### config.mk
export PLATFORM = sky130hd
export DESIGN_NAME = acmd12_cmd_arbiter
export DESIGN_NICKNAME = d
export VERILOG_FILES = /design/src/rtl/acmd12_cmd_arbiter.sv
export SDC_FILE = /design/constraint.sdc
export NUM_CORES = 1
export LEC_CHECK = 0
export CAP_MARGIN = 20
export CORE_UTILIZATION = 47
export CTS_BUF_LIST = sky130_fd_sc_hd__clkbuf_8 sky130_fd_sc_hd__clkbuf_16
export CTS_CLUSTER_DIAMETER = 60
export DETAILED_ROUTE_END_ITERATION = 7
export PLACE_DENSITY = 0.82
export RECOVER_POWER = 25
export SETUP_SLACK_MARGIN = 0.1
export SYNTH_ARGS = -nofsm -noshare
export SYNTH_HDL_FRONTEND = slang
export SYNTH_SLANG_ARGS = --single-unit
### constraint.sdc
create_clock -name clk_i -period 1.9 [get_ports clk_i]
set_clock_uncertainty 0.2 [all_clocks]
set_input_delay 0.285 -clock clk_i [delete_from_list [all_inputs] [get_ports clk_i]]
set_output_delay 0.285 -clock clk_i [all_outputs]
set_load 0.01 [all_outputs]
### src/rtl/acmd12_cmd_arbiter.sv
// acmd12_cmd_arbiter: arbitrates driver commands and Auto CMD12 onto one command engine.
// Auto CMD12 support is built only when SDHCI_ACMD12_EN is defined.
module acmd12_cmd_arbiter #(
  parameter int MinGapCycles = 2
) (
  input  logic        clk_i,
  input  logic        rst_ni,
  input  logic        sd_clk_en_i,
  input  logic        host_cmd_valid_i,
  output logic        host_cmd_ready_o,
  input  logic [5:0]  host_cmd_index_i,
  input  logic [31:0] host_cmd_arg_i,
  input  logic [1:0]  host_cmd_rsp_type_i,
  input  logic [1:0]  host_cmd_chk_i,
  input  logic        acmd12_req_i,
  output logic        eng_start_o,
  output logic [5:0]  eng_index_o,
  output logic [31:0] eng_arg_o,
  output logic [1:0]  eng_rsp_type_o,
  output logic [1:0]  eng_chk_o,
  input  logic        eng_done_i,
  input  logic [3:0]  eng_err_i,
  output logic        host_done_o,
  output logic        host_abort_o,
  output logic [3:0]  host_err_o,
  output logic        acmd_done_o,
  output logic [7:0]  acmd_err_status_o,
  input  logic [7:0]  acmd_err_clr_i
);
`ifdef SDHCI_ACMD12_EN
  localparam bit AcmdEn = 1'b1;
`else
  localparam bit AcmdEn = 1'b0;
`endif
  localparam int GapW = $clog2(MinGapCycles + 2);

  typedef enum logic [1:0] {IDLE, GAP, ISSUE, WAIT_RSP} state_t;
  state_t r_state, w_state_nxt;

  logic            r_host_pend, r_acmd_pend, r_cur_acmd;
  logic [5:0]      r_h_index;
  logic [31:0]     r_h_arg;
  logic [1:0]      r_h_rsp, r_h_chk;
  logic [GapW-1:0] r_gap_cnt;
  logic            r_start, r_host_done, r_abort, r_acmd_done;
  logic [3:0]      r_host_err;
  logic [7:0]      r_status;
  logic            w_hs, w_req, w_grant, w_done, w_err;
  logic            w_acmd_fin, w_host_fin, w_abort, w_cancel;
  logic [7:0]      w_set;

  assign w_hs       = host_cmd_valid_i & ~r_host_pend;
  assign w_req      = AcmdEn & acmd12_req_i & ~r_acmd_pend;
  assign w_grant    = (r_state == ISSUE) & sd_clk_en_i;
  assign w_done     = (r_state == WAIT_RSP) & eng_done_i;
  assign w_err      = |eng_err_i;
  assign w_acmd_fin = w_done & r_cur_acmd;
  assign w_host_fin = w_done & ~r_cur_acmd;
  // A failed CMD12 discards the queued driver command; a failed driver command cancels CMD12.
  assign w_abort    = w_acmd_fin & w_err & r_host_pend;
  assign w_cancel   = w_host_fin & w_err & r_acmd_pend;
  assign w_set      = {w_abort, 2'b00, w_acmd_fin ? eng_err_i : 4'b0000, w_cancel};

  always_comb begin
    w_state_nxt = r_state;
    unique case (r_state)
      IDLE:     w_state_nxt = (r_host_pend | r_acmd_pend) ? ISSUE : IDLE;
      ISSUE:    w_state_nxt = sd_clk_en_i ? WAIT_RSP : ISSUE;
      WAIT_RSP: w_state_nxt = eng_done_i ? GAP : WAIT_RSP;
      GAP:      w_state_nxt = (r_gap_cnt == '0) ? IDLE : GAP;
    endcase
  end

  always_ff @(posedge clk_i or negedge rst_ni) begin
    if (!rst_ni) begin
      r_state        <= IDLE;
      r_host_pend    <= 1'b0;
      r_acmd_pend    <= 1'b0;
      r_cur_acmd     <= 1'b0;
      r_h_index      <= '0;
      r_h_arg        <= '0;
      r_h_rsp        <= '0;
      r_h_chk        <= '0;
      r_gap_cnt      <= '0;
      r_start        <= 1'b0;
      eng_index_o    <= '0;
      eng_arg_o      <= '0;
      eng_rsp_type_o <= '0;
      eng_chk_o      <= '0;
      r_host_done    <= 1'b0;
      r_host_err     <= '0;
      r_abort        <= 1'b0;
      r_acmd_done    <= 1'b0;
      r_status       <= '0;
    end else begin
      r_state <= w_state_nxt;
      if (w_hs) begin
        r_h_index <= host_cmd_index_i;
        r_h_arg   <= host_cmd_arg_i;
        r_h_rsp   <= host_cmd_rsp_type_i;
        r_h_chk   <= host_cmd_chk_i;
      end
      r_host_pend <= w_hs | (r_host_pend & ~w_host_fin & ~w_abort);
      r_acmd_pend <= w_req | (r_acmd_pend & ~w_acmd_fin & ~w_cancel);
      if (w_grant) begin
        r_cur_acmd     <= r_acmd_pend;
        eng_index_o    <= r_acmd_pend ? 6'd12 : r_h_index;
        eng_arg_o      <= r_acmd_pend ? 32'd0 : r_h_arg;
        eng_rsp_type_o <= r_acmd_pend ? 2'b11 : r_h_rsp;
        eng_chk_o      <= r_acmd_pend ? 2'b11 : r_h_chk;
      end
      r_start     <= w_grant;
      r_gap_cnt   <= w_done ? GapW'(MinGapCycles) :
                     ((r_state == GAP) && sd_clk_en_i && (r_gap_cnt != '0)) ? r_gap_cnt - 1'b1 : r_gap_cnt;
      r_host_done <= w_host_fin;
      r_host_err  <= w_host_fin ? eng_err_i : 4'b0000;
      r_abort     <= w_abort;
      r_acmd_done <= w_acmd_fin | w_cancel;
      r_status    <= (r_status & ~acmd_err_clr_i) | w_set;
    end
  end

  assign host_cmd_ready_o  = ~r_host_pend;
  assign eng_start_o       = r_start;
  assign host_done_o       = r_host_done;
  assign host_err_o        = r_host_err;
  assign host_abort_o      = r_abort;
  assign acmd_done_o       = AcmdEn & r_acmd_done;
  assign acmd_err_status_o = AcmdEn ? r_status : 8'h00;
endmodule

==> flow_summary.json, run 1 <==
{
  "worst_path_largest_cell_delay_ns": 0.54,
  "clock.fmax_mhz": 575,
  "tritoncts": "built",
  "grt_usage_pct": 18.7,
  "cp-start-kind": "flop",
  "min_period_over_period_pct": 91.6,
  "diodes": 0,
  "p_sw_mw": 2.41,
  "postSynthAreaPerCell_um2": 12.6,
  "ant_nets": 0,
  "vias_per_cell": 4.85,
  "grt_pass1_vias": 2695,
  "synth.most_common_cell": "dfrtp_1",
  "period_needed_ns": 1.74,
  "wl_per_cell_um": 14.7,
  "critPathKind": "reg2out",
  "p_total_mw": 7.89,
  "maxSlewViolCount": 0,
  "setup_ws_ns": 0.160,
  "drc_errors": 0,
  "setup_viol": 0,
  "core_um2": 8380,
  "netlist_instances": 329,
  "peakVddDrop_v": 0.000738,
  "worstPathCellList": "clkdlybuf4s50_1",
  "maxCapViolations": 0,
  "first_iter_violations": 100,
  "cts_buffer_depth": 2,
  "p_leak_nw": 2.68,
  "tightest_slew_ns": 0.718,
  "synth.cells.most_frequent": "dfrtp_1 (98), nand2_1 (46), mux2_4 (40)",
  "async_reset_ff_share_pct": 100,
  "worstPathArrival_ns": 1.26,
  "fp.dieArea_um2": 9180,
  "clockRootBuffer": "clkbuf_8",
  "synth_edf_count": 0,
  "placed_cells": 520,
  "final_net_count": 489,
  "fp.dieW_um": 95.8,
  "vias": 2602,
  "clkTransAtPathRegs_ns": 0.10,
  "gp_congestion": 0.707,
  "fin_cells": 537,
  "antenna_found_initial": 0,
  "synthFlopType": "dfrtp_1",
  "slowest_stage": "clkdlybuf4s50_1",
  "synth_warnings": 0,
  "cts_sinks": 98,
  "synth-seq-cells": 98,
  "synthDistinctLibCells": 28,
  "comb_power_share_pct": 38.6,
  "pwr-share-seq_pct": 44.8,
  "relSlewSlack_pct": 52.2,
  "endpoint_kind": "output pin",
  "firstDrtPassIters": 4,
  "synth_top_cell_by_area": "dfrtp_1",
  "fin_tns_setup_ns": 0,
  "grt_max_degree": 80,
  "synth_top_area_share_pct": 59.3,
  "cp_top_family": "buffers and inverters",
  "status": "complete, no violations",
  "cts.htree.levels": 3,
  "r2r-start": "r_host_pend",
  "grt_pass1_wl_um": 13000,
  "post-route-cell-area_um2": 5420,
  "path_buf_inv": 1,
  "start_util_pct": 49.4,
  "cts-buffers-inserted": 9,
  "p_int_mw": 5.48,
  "port_buffers": 100,
  "overflow": 0,
  "hold_class": "in2async",
  "switching_share_pct": 30.5,
  "cp.required_ns": 1.41,
  "reg2reg_depth": 4,
  "netlist_top_cells_area": "dfrtp_1 (59%), mux2_4 (15%), nand2b_1 (5.4%)",
  "place_ws_ns": 0.0180,
  "num_io_pins": 119,
  "dp_hpwl_um": 5310,
  "area_growth_pct": 30.9,
  "wl_um": 7870,
  "power_density_nw_per_um2": 1460,
  "p_clk_share_pct": 16.6,
  "final_hold_viol_count": 0,
  "netlist_area_um2": 4140,
  "rsz0062_at_grt": "false",
  "rows": 33,
  "place_area_um2": 5190,
  "cp_max_fo": 2,
  "fill_cells": 639,
  "yosysSeqAreaShare_pct": 59.3,
  "worst_skew_pair.late_latency_ns": 0.34,
  "die_y_um": 95.8,
  "r2r-end": "r_h_arg[10]",
  "ff2ff_setup_slack_ns": 0.26,
  "final_layout_size_suffix_gt1_share_pct": 15.7
}
area by class of cell:
class                   count  area [um2]  area share, %
clock buffers               9         124           2.29
repair buffers            108        1170           21.5
inverters                   5        18.8          0.347
multi-input cells         206        1450           26.8
flip-flops and latches     98        2450           45.3
clock inverters             6        68.8           1.27
well taps                 105         131           2.43
kinds of logic (layout without fill, tap and decap cells):
group	count (synthesis)	after routing	synth area share (%)
buf+inv	33	128	6.08
compound gates	50	50	6.17
flops	98	98	59.3
other cells	1	9	0.0907
mux	43	43	15.3
simple gates	103	103	12.7
fa+ha+maj	1	1	0.302
power by group through the flow:
stage	logic (mW)	clock network (mW)	registers [mW]
after global routing	3.36	1.45	3.65
after floorplan	1.73	0	3.67
after global placement	2.99	0	3.55
after detailed placement	3.11	0	3.60
final	3.05	1.31	3.54
after CTS	3.14	1.36	3.55
routing by layer:
layer | part of all wire [%] | vias up | GRT usage (%)
li1 | - | 1257 | -
met1 | 45 | 1268 | 24.3
met2 | 48 | 71 | 30.6
met3 | 5.4 | 6 | 4.74
met4 | 0.91 | 0 | 5.97
met5 | 0 | - | 0
worst max path at each step:
stage                     startpoint             to  slack (ns)  cells past startpoint
floorplan                r_host_pend     r_h_arg[0]        0.46                      4
global placement    host_cmd_valid_i    r_h_arg[10]        0.04                      4
detailed placement  host_cmd_valid_i    r_h_arg[12]        0.02                      4
CTS                     eng_arg_o[3]   eng_arg_o[3]        0.11                      1
global route           eng_arg_o[19]  eng_arg_o[19]        0.10                      1
finish                 eng_arg_o[22]  eng_arg_o[22]        0.16                      1
layout by cell type, fill, tap and decap left out, types with 3 or more instances in the layout:
| cell | count |
|---|---|
| conb_1 | 9 |
| buf_12 | 5 |
| inv_1 | 5 |
| mux2_4 | 40 |
| nand2b_1 | 36 |
| clkinv_4 | 3 |
| mux2_2 | 3 |
| and2_1 | 4 |
| dlymetal6s2s_1 | 16 |
| dfrtp_1 | 97 |
| o21ai_1 | 10 |
| clkbuf_8 | 9 |
| clkdlybuf4s50_1 | 81 |
| nand2_1 | 46 |
| o21ai_0 | 36 |
| nor2_1 | 9 |
registers in the layout, summed over array words and instances, names as in the netlist, 2 cells and up:
name	count
eng_arg_o	32
eng_chk_o	2
eng_index_o	6
eng_rsp_type_o	2
host_err_o	4
r_gap_cnt	2
r_h_arg	32
r_h_chk	2
r_h_index	6
r_h_rsp	2
r_state	2
repair_timing:
item / 4_1_cts / 5_1_grt
setup endpoints to repair: 1 / 16
hold buffers: 1 / 0
cloned: 0 / 0
resized for setup: 2 / 16
hold endpoints to repair: 24 / 0
pin swaps: 0 / 0
buffers inserted: 1 / 0
stage by stage:
stage,hold slack [ns],util (%)
6_report,0.150,64.6
5_1_grt,0.144,64.6
4_1_cts,0.152,64.4
3_5_place_dp,-0.0174,61.9
3_3_place_gp,-0.0238,61.9
2_1_floorplan,-0.211,-
No activity file was read; power rests on OpenSTA's default activity.
==> inputs of run 2 (changes only) <==
- CORE_MARGIN: unset -> 2
==> run 2 against run 1 <==
Hold slack gained 0.13 ns. Critical path depth did not move. Global-route usage decreased by 1.4 points. Sequential power about the same. Final cell count is 1.1% higher. First-iteration DRC count is 32% lower. Clock power about the same. Fmax decreased by 0.50%. Die area is 4.2% higher. Core utilization fell by 1.5 points. Via count down 0.27%. Wire length decreased by 0.69%. Highest routed layer unchanged.
==> flow_summary.json, run 2 (synthesized netlist as in run 1, its figures left out) <==
{
  "reg_top3": "eng_arg_o x32, r_h_arg x32",
  "p_clk_share_pct": 16.5,
  "maxCapViolations": 0,
  "status": "complete, no violations",
  "peakVddDrop_v": 0.000687,
  "p_int_mw": 5.52,
  "clkTransAtPathRegs_ns": 0.10,
  "worstPathArrival_ns": 1.26,
  "setup_viol": 0,
  "endpoint_kind": "output pin",
  "num_io_pins": 119,
  "tightest_slew_ns": 0.646,
  "final_layout_size_suffix_gt1_share_pct": 16.3,
  "switching_share_pct": 30.4,
  "cts.htree.levels": 3,
  "gp_congestion": 0.713,
  "vias": 2595,
  "fin_tns_setup_ns": 0,
  "worstPathCellList": "clkdlybuf4s50_1",
  "power_density_nw_per_um2": 1460,
  "grt_usage_pct": 17.2,
  "clock.fmax_mhz": 572,
  "path_buf_inv": 1,
  "first_iter_violations": 68,
  "p_total_mw": 7.94,
  "overflow": 0,
  "tritoncts": "built",
  "dp_hpwl_um": 5400,
  "final_net_count": 491,
  "grt_max_degree": 57,
  "pwr-share-seq_pct": 44.6,
  "port_buffers": 100,
  "start_util_pct": 47.9,
  "final_util_pct": 63.1,
  "cp-start-kind": "flop",
  "hold_class": "in2async",
  "grt_pass1_wl_um": 13300,
  "worst_path_largest_cell_delay_ns": 0.54,
  "cts_buffer_depth": 2,
  "comb_power_share_pct": 38.8,
  "die_y_um": 97.8,
  "wl_um": 7820,
  "worst_skew_pair.late_latency_ns": 0.34,
  "rows": 34,
  "clockRootBuffer": "clkbuf_8",
  "vias_per_cell": 4.78,
  "final_common_cell": "dfrtp_1",
  "cts-buffers-inserted": 9,
  "wl_per_cell_um": 14.4,
  "cp_max_fo": 2,
  "period_needed_ns": 1.75,
  "min_period_over_period_pct": 92.0,
  "fp.dieW_um": 97.8,
  "cp_top_family": "buffers and inverters",
  "layout_common_cells": "dfrtp_1 (97), clkdlybuf4s50_1 (89), nand2_1 (46), mux2_4 (40), nand2b_1 (36)",
  "relSlewSlack_pct": 56.9,
  "critPathKind": "reg2out",
  "core_um2": 8640,
  "p_sw_mw": 2.41,
  "diodes": 0,
  "maxSlewViolCount": 0,
  "ant_nets": 0,
  "firstDrtPassIters": 4,
  "area_growth_pct": 31.8,
  "antenna_found_initial": 0,
  "grt_pass1_vias": 2655,
  "cts_sinks": 98,
  "fp.dieArea_um2": 9570,
  "p_leak_nw": 2.63,
  "cp.required_ns": 1.41,
  "final_hold_viol_count": 0,
  "rsz0062_at_grt": "false",
  "slowest_stage": "clkdlybuf4s50_1",
  "drc_errors": 0
}
-- run 2: cell types whose count changed in the layout (fill, tap and decap cells not counted), moves of 2 or more --
cell	previous run	this run
clkdlybuf4s50_1	81	89
dlymetal6s2s_1	16	9
buf_12	5	7
inv_1	5	7
-- run 2: what timing repair did --
action                                  4_1_cts  5_1_grt
hold buffers                                  1        0
endpoints found under the setup margin        1        9
buffers inserted                              1        0
hold endpoints to repair                     98        0
resized for setup                             2        9
-- run 2: layout make-up --
class                   instances  area (um2)
clock inverters                 7        71.3
clock buffers                   9         124
flip-flops and latches         98        2450
inverters                       5        18.8
multi-input cells             206        1470
well taps                     108         135
repair buffers                110        1180
fillers                       658        3180
-- run 2: worst paths after layout --
check | endpoint | start | slack, ns | cells past startpoint
min in group clk_i | eng_chk_o[1] | eng_chk_o[1] | 0.28 | 2
max in group asynchronous | eng_arg_o[18] | rst_ni | 0.54 | 3
max | eng_arg_o[3] | eng_arg_o[3] | 0.15 | 1
min | eng_arg_o[6] | rst_ni | 0.28 | 2
max reg2reg | r_h_arg[12] | r_host_pend | 0.24 | 4
min reg2reg | eng_chk_o[1] | eng_chk_o[1] | 0.28 | 2
-- run 2: metrics by stage --
step           setup slack (ns)  instance area, um2  instances  hold WS (ns)
2_1_floorplan             0.461                4170        337        -0.211
3_3_place_gp             0.0297                5220        525      0.000795
3_5_place_dp             0.0160                5220        525       0.00829
4_1_cts                   0.117                5430        543         0.158
5_1_grt                   0.101                5450        543         0.317
6_report                  0.151                5450        543         0.278
-- run 2: power groups by stage --
stage	registers [mW]	clock network [mW]	logic, mW
finish	3.54	1.31	3.08
global route	3.67	1.43	3.39
CTS	3.55	1.36	3.15
detailed placement	3.60	0	3.11
global placement	3.55	0	3.00
floorplan	3.67	0	1.73
-- run 2: per-layer routing --
| metal | vias to the layer above | part of all wire (%) | GRT usage, % |
|---|---|---|---|
| met2 | 77 | 48 | 28.1 |
| met3 | 7 | 5.5 | 4.44 |
| li1 | 1264 | - | - |
| met5 | - | 0 | 0 |
| met4 | 0 | 0.79 | 4.49 |
| met1 | 1247 | 45 | 23.3 |
